--- config.mk ---
export PLATFORM = sky130hd
export DESIGN_NAME = div8by4_seq
export DESIGN_NICKNAME = d
export VERILOG_FILES = /design/src/rtl/div8by4_seq.sv
export SDC_FILE = /design/constraint.sdc
export NUM_CORES = 1
export LEC_CHECK = 0
export BUFFER_PORTS_ARGS = -buffer_cell sky130_fd_sc_hd__buf_2
export CORE_MARGIN = 5
export CORE_UTILIZATION = 40
export DETAILED_ROUTE_END_ITERATION = 8
export PLACE_DENSITY = 0.61
export SETUP_SLACK_MARGIN = 0.5
export SYNTH_ARGS = -nofsm -noshare
export SYNTH_HDL_FRONTEND = slang
export SYNTH_SLANG_ARGS = --single-unit
--- constraint.sdc ---
create_clock -name clk -period 2.7 [get_ports clk]
set_input_delay 0.405 -clock clk [delete_from_list [all_inputs] [get_ports clk]]
set_output_delay 0.405 -clock clk [all_outputs]
set_load 0.005 [all_outputs]
--- src/rtl/div8by4_seq.sv ---
// rtl/div8by4_seq.sv - sequential restoring 8/4 unsigned divider with valid/ready handshakes.
// Define DIV_RADIX4_EN for two restoring steps per cycle (4-cycle latency); default is radix-2 (8 cycles).
module div8by4_seq (
  input  logic       clk,
  input  logic       rst_n,
  input  logic       in_valid,
  output logic       in_ready,
  input  logic [7:0] dividend,
  input  logic [3:0] divisor,
  output logic       out_valid,
  input  logic       out_ready,
  output logic [7:0] quotient,
  output logic [3:0] remainder,
  output logic       div_zero
);

`ifdef DIV_RADIX4_EN
  localparam int CW = 2;
`else
  localparam int CW = 3;
`endif
  localparam logic [CW-1:0] CNT_LAST = '1;

  typedef enum logic [1:0] {IDLE, RUN, DONE} state_t;

  state_t          state_q, state_d;
  logic [7:0]      dvd_q, dvd_d;
  logic [3:0]      dsr_q, dsr_d;
  logic [4:0]      rem_q, rem_d;
  logic [CW-1:0]   cnt_q, cnt_d;
  logic [7:0]      quo_q, quo_d;
  logic [3:0]      rmd_q, rmd_d;
  logic            dz_q, dz_d;
  logic [4:0]      rem_s;
  logic [7:0]      dvd_s;

  // One restoring step: the dividend register doubles as the quotient shift register.
  function automatic logic [12:0] div_step(input logic [4:0] rem,
                                           input logic [7:0] dvd,
                                           input logic [3:0] dsr);
    logic [4:0] sh;
    logic [5:0] diff;
    sh   = {rem[3:0], dvd[7]};
    diff = {1'b0, sh} - {2'b00, dsr};
    if (diff[5]) div_step = {sh, dvd[6:0], 1'b0};
    else         div_step = {diff[4:0], dvd[6:0], 1'b1};
  endfunction

`ifdef DIV_RADIX4_EN
  logic [4:0] rem_m;
  logic [7:0] dvd_m;
  always_comb begin
    {rem_m, dvd_m} = div_step(rem_q, dvd_q, dsr_q);
    {rem_s, dvd_s} = div_step(rem_m, dvd_m, dsr_q);
  end
`else
  always_comb begin
    {rem_s, dvd_s} = div_step(rem_q, dvd_q, dsr_q);
  end
`endif

  always_comb begin
    state_d = state_q;
    dvd_d   = dvd_q;
    dsr_d   = dsr_q;
    rem_d   = rem_q;
    cnt_d   = cnt_q;
    quo_d   = quo_q;
    rmd_d   = rmd_q;
    dz_d    = dz_q;
    case (state_q)
      IDLE: begin
        if (in_valid) begin
          dvd_d   = dividend;
          dsr_d   = divisor;
          rem_d   = '0;
          cnt_d   = '0;
          state_d = RUN;
        end
      end
      RUN: begin
        // A zero divisor spends its single RUN cycle here with the dividend still unshifted.
        if (dsr_q == 4'd0) begin
          quo_d   = 8'hFF;
          rmd_d   = dvd_q[3:0];
          dz_d    = 1'b1;
          state_d = DONE;
        end else begin
          rem_d = rem_s;
          dvd_d = dvd_s;
          cnt_d = cnt_q + 1'b1;
          if (cnt_q == CNT_LAST) begin
            quo_d   = dvd_s;
            rmd_d   = rem_s[3:0];
            dz_d    = 1'b0;
            state_d = DONE;
          end
        end
      end
      DONE: begin
        if (out_ready) state_d = IDLE;
      end
      default: state_d = IDLE;
    endcase
  end

  always_ff @(posedge clk or negedge rst_n) begin
    if (!rst_n) begin
      state_q <= IDLE;
      dvd_q   <= '0;
      dsr_q   <= '0;
      rem_q   <= '0;
      cnt_q   <= '0;
      quo_q   <= '0;
      rmd_q   <= '0;
      dz_q    <= 1'b0;
    end else begin
      state_q <= state_d;
      dvd_q   <= dvd_d;
      dsr_q   <= dsr_d;
      rem_q   <= rem_d;
      cnt_q   <= cnt_d;
      quo_q   <= quo_d;
      rmd_q   <= rmd_d;
      dz_q    <= dz_d;
    end
  end

  assign in_ready  = (state_q == IDLE);
  assign out_valid = (state_q == DONE);
  assign quotient  = quo_q;
  assign remainder = rmd_q;
  assign div_zero  = dz_q;

endmodule
After elaboration in Yosys (flattened, before gate mapping)
Cells that the tools add are included.
{"block": "op_classes", "n_mux": 21, "mul": 0, "magnitude_cmp": 0, "n_reduce_logical": 8, "eq_ne": 7, "n_bitwise": 0, "n_div": 0, "n_shift": 0, "n_addsub": 2}
{"cell": "$mux 8", "n": 4}
{"cell": "$mux 4", "n": 4}
{"cell": "$pmux 8 s2", "n": 1}
{"cell": "$mux 12", "n": 1}
{"cell": "$mux 2", "n": 4}
{"cell": "$pmux 4 s2", "n": 1}
{"cell": "$mux 3", "n": 2}
{"cell": "$pmux 2 s3", "n": 1}
{"cell": "$pmux 3 s2", "n": 1}
{"cell": "$reduce_and 3->1", "n": 2}
{"cell": "$sub 5x4->6", "n": 1}
{"cell": "$logic_not 4->1", "n": 1}
{"cell": "$ne 2x2->1 const B", "n": 2}
{"cell": "$reduce_and 2->1", "n": 2}
{"cell": "$reduce_bool 2->1", "n": 2}
{"cell": "$add 3x1->3 const B", "n": 1}
{"cell": "$eq 3x3->1 const B", "n": 1}
{"cell": "$ne 3x3->1 const B", "n": 1}
{"cell": "$eq 2x1->1 const B", "n": 1}
{"cell": "$eq 2x2->1 const B", "n": 1}
{"cell": "$logic_not 2->1", "n": 1}
{"cell": "$mux 1", "n": 2}
{"cell": "$ne 2x1->1 const B", "n": 1}
{"block": "word_totals", "elab_cells": 46, "mem_bits_rw": 0, "latchBits": 0, "register_bits": 34, "mem_bits_ro": 0, "mem_count": 0, "output_inout_bits": 15}

Longest topological paths before layout
{"block": "logic_depth", "ltp_word": 4, "ltp_mapped": 7, "depth_no_buf": 7}

Worst setup path before layout
OpenSTA, ideal clock, no wires.
{"block": "synth_timing", "path_type": "flip-flop to flip-flop", "start": "register dsr_q[1]", "end": "register rmd_q[0], in the netlist remainder[0]", "t_required_ps": 2617, "t_arrival_ps": 1814, "path_stages_with_launch": 8, "slack_ps": 803, "cell_sequence": "dfrtp_1 -> inv_1 -> ha_1 -> nor2b_1 -> o31a_1 -> nor3_4 -> mux2_2 -> o22ai_1"}
{"block": "synth_via", "elab_chain_cells": 4, "word_cells_on_any_way": 7}
{"item": "from (decl)", "line": "28", "source": "logic [3:0] dsr_q, dsr_d;"}
{"item": "from (signal assigned)", "line": "120", "source": "dsr_q <= dsr_d;"}
{"item": "$sub 5x4->6", "line": "44", "source": "diff = {1'b0, sh} - {2'b00, dsr};"}
{"item": "$mux 12", "line": "45", "source": "if (diff[5]) div_step = {sh, dvd[6:0], 1'b0};"}
{"item": "$mux 4", "line": "92", "source": "if (cnt_q == CNT_LAST) begin"}
{"item": "$mux 4", "line": "83", "source": "if (dsr_q == 4'd0) begin"}
{"item": "to (signal assigned)", "line": "124", "source": "rmd_q <= rmd_d;"}
{"item": "to (decl)", "line": "32", "source": "logic [3:0] rmd_q, rmd_d;"}
Several ways; a longest one is shown, not always the timed one. The select of a mux whose other input is x is not followed.
A chain may end at the register's enable or synchronous reset.

Worst setup path after layout
Ends and elaborated chain as after synthesis.

==> impl_results.md <==
* Final Instance Count excl. Fillers at 246
* Port-buffer cells at 30
* Synth warn at 0
* Post-DP HPWL at 2.74 mm
* Register area share after synthesis at 52.3%
* Die Span Y at 73.8 um
* Clk sinks at 34
* DR WL/cell at 15.3 um
* MaxCap Viol Count at 0
* Core Footprint at 0.00397 mm^2
* PwrDens at 1400 mW/mm^2
* Critical path, cell by cell: inv_1 > ha_1 > nor2b_1 > o31a_1 > nor3_4 > mux2_2 > o22ai_1
* First-pass GRT wire length at 6.43 mm
* HP Class: input port to async pin
* GRT Util Overall at 16.0%
* Fmax at 478 MHz
* Setup Crit Path Kind: register to register
* DRC viols at 0
* VDD IR max at 0.000557 V
* Crit path buf inv count at 1
* Initial antenna violation count at 0
* Crit path max fanout at 5
* Die width at 73.8 um
* Slowest cell on crit path: dfrtp_2
* Initial Utilization at 41.0%
* Number of enable flip-flop cells after synthesis at 0
* Gpl congestion at 0.921
* Max-slew violation count at 0
* Hold buffers post-CTS at 0
* Placed cell count at 235
* Fin crit share at 77.6%
* Slew headroom at 51.0%
* Num CTS Buffers at 5
* 1st-pass router iterations at 6
* RSZ-0062 raised after global routing: no
* Setup ws final at 0.606 ns
* Tmin final at 2.09 ns
* Layout cell share with drive strength beyond 1 at 28.6%
* Final Setup Violations at 0
* Crit path largest cell delay at 0.41 ns
* Fillers at 361
* Largest net degree at the start of global routing at 35
* Crit path required time at 2.90 ns
* Post-synthesis mux area share at 5.69%
* Worst slack, placed at 0.651 ns
* TritonCTS clock tree: done
* Via density at 5.16
* Largest family of logic cells by synthesized area: simple AND/OR/NAND/NOR gates
* Vias in the first global route at 1379
* Synthesis-to-finish area growth at 19.2%
* Worst-Skew Late Latency at 0.28 ns
* Distinct cells, synth at 34
* Top_reg_cell synth: dfrtp_1
* Clock Path Buffers at 2
* Status: completed
* DRT iter0 DRCs at 48
* Net Count, Synth at 181
* Largest delay share family, worst path: simple AND/OR/NAND/NOR gates
* Seq cells post-synth at 34
* Clock Tree Root: clkbuf_8
* Die ar. at 0.00544 mm^2
* Leak at 0.910 nW
* WHS at 0.183 ns
* Syn Area/Cell at 10.3 um^2
* Arrival @ worst endpoint at 2.30 ns
* Worst setup EP type: register
* Vias at 1269
* Top Ports at 31
* Detailed Route WL at 3.77 mm
* Xor/xnor cell area share of the yosys netlist at 0.538%
* CP startpoint kind: register
* Worst Max-Slew Pin Slew at 0.735 ns
* Simple-gate area share of the yosys netlist at 19.2%
* Cells after Synth at 158
* Clock slew at reported path FFs at 0.06 ns
* Total grt overflow at 0
* Antenna viol nets, final at 0
* Final hold vios at 0
* Setup_tns at 0 ns
* Clock Skew at 0.00658 ns
* Adder-cell area share of the yosys netlist at 5.85%
* Compound-Gate Fraction of Synth Area at 13.3%
* N_diodes at 0
* # nets final at 218
* Row count at 23
* Post-Synthesis Cell Area at 0.00163 mm^2
* H-tree depth at 2
* Ys async rst share at 100%
==> through the flow <==
stage                     power, mW  cell area [um^2]  util (%)
after global routing           2.96              1940      48.8
after CTS                      2.66              1910      48.2
after floorplan                1.90              1630         -
after global placement         2.22              1820      45.9
after detailed placement       2.28              1820      45.9
final                          2.71              1940      48.8
==> cells in the final DEF (no fill, tap or decap), types with 2 or more instances in the layout <==
cell	synthesis	layout
nand2_2	2	2
nand2_1	28	28
nor3_1	2	2
mux2_2	6	6
inv_1	7	7
a21oi_1	6	6
buf_2	1	30
buf_4	0	4
o22ai_1	4	4
ha_1	6	6
a21o_1	2	2
clkbuf_8	0	6
dfrtp_1	34	33
nor2b_1	3	3
nand2_4	2	2
a31oi_1	7	7
nand3_1	5	5
nor2_1	16	16
o22a_1	6	6
o21ai_0	5	5
==> worst register-to-register path, stage by stage (launching register included) <==
cell and delay (ns):
dfrtp_2 0.41, inv_1 0.05, ha_1 0.28, nor2b_1 0.14
o31a_1 0.29, nor3_4 0.31, mux2_2 0.39, o22ai_1 0.14
==> where the power goes <==
group | internal, mW | switching [mW]
logic | 0.629 | 0.750
clock network | 0.205 | 0.173
registers | 0.765 | 0.186
total | 1.60 | 1.11
==> final timing paths <==
| kind | start | slack (ns) | cells past startpoint | to |
|---|---|---|---|---|
| setup / recovery | dsr_q[1] | 0.61 | 7 | remainder[0] |
| hold / removal | rst_n | 0.18 | 1 | dsr_q[3] |
| setup reg to reg | dsr_q[1] | 0.61 | 7 | remainder[0] |
| hold reg to reg | div_zero | 0.48 | 2 | div_zero |
| max in group asynchronous | rst_n | 2.01 | 1 | dsr_q[1] |
| min in group clk | divisor[0] | 0.35 | 2 | dsr_q[0] |
==> sequential cells by signal (all words and copies together), names as in the netlist <==
| signal | flops |
|---|---|
| state_q | 2 |
| remainder | 4 |
| cnt_q | 3 |
| quotient | 8 |
| rem_q | 4 |
| dvd_q | 8 |
| dsr_q | 4 |
| div_zero | 1 |
==> per-layer routing <==
metal	global-route usage (%)	wire length (um)	up-vias
met2	26.3	1910	38
met4	7.85	90	0
li1	-	-	622
met1	19.0	1570	601
met5	0	0	-
met3	4.79	203	8
==> synthesized netlist by cell type (2+ instances only) <==
cell type | number | share of area [%]
o22a_1 | 6 | 3.2
o21ai_0 | 5 | 1.5
ha_1 | 6 | 4.6
a21oi_1 | 6 | 1.8
nand2_2 | 2 | 0.77
mux2_2 | 6 | 4.2
nand2_4 | 2 | 1.4
nor3_1 | 2 | 0.62
nand3_1 | 5 | 1.5
dfrtp_1 | 34 | 52
nor2_1 | 16 | 3.7
nand2_1 | 28 | 6.5
inv_1 | 7 | 1.6
o22ai_1 | 4 | 1.5
nor2b_1 | 3 | 1.2
a21o_1 | 2 | 0.92
a31oi_1 | 7 | 2.7
==> logic make-up (layout without fill, tap and decap cells) <==
group           count (synthesis)  count (layout)
buf+inv                        11              49
simple gates                   64              64
compound gates                 33              33
fa+ha+maj                       7               7
mux                             8               8
xor+xnor                        1               1
flops                          34              34
==> timing repair <==
item,4_1_cts,5_1_grt
gates resized for setup,0,1
setup buffers,0,3
endpoints found under the setup margin,0,1
==> cell type report <==
type | count | area, um^2 | share of cell area (%)
clock buffers | 7 | 86.3 | 4.45
clock inverters | 1 | 5.00 | 0.258
inverters | 7 | 26.3 | 1.36
multi-input cells | 113 | 726 | 37.4
flip-flops and latches | 34 | 852 | 44.0
well taps | 50 | 62.6 | 3.23
repair buffers | 34 | 180 | 9.30
Note: power is estimated with default switching activity, not from simulation.
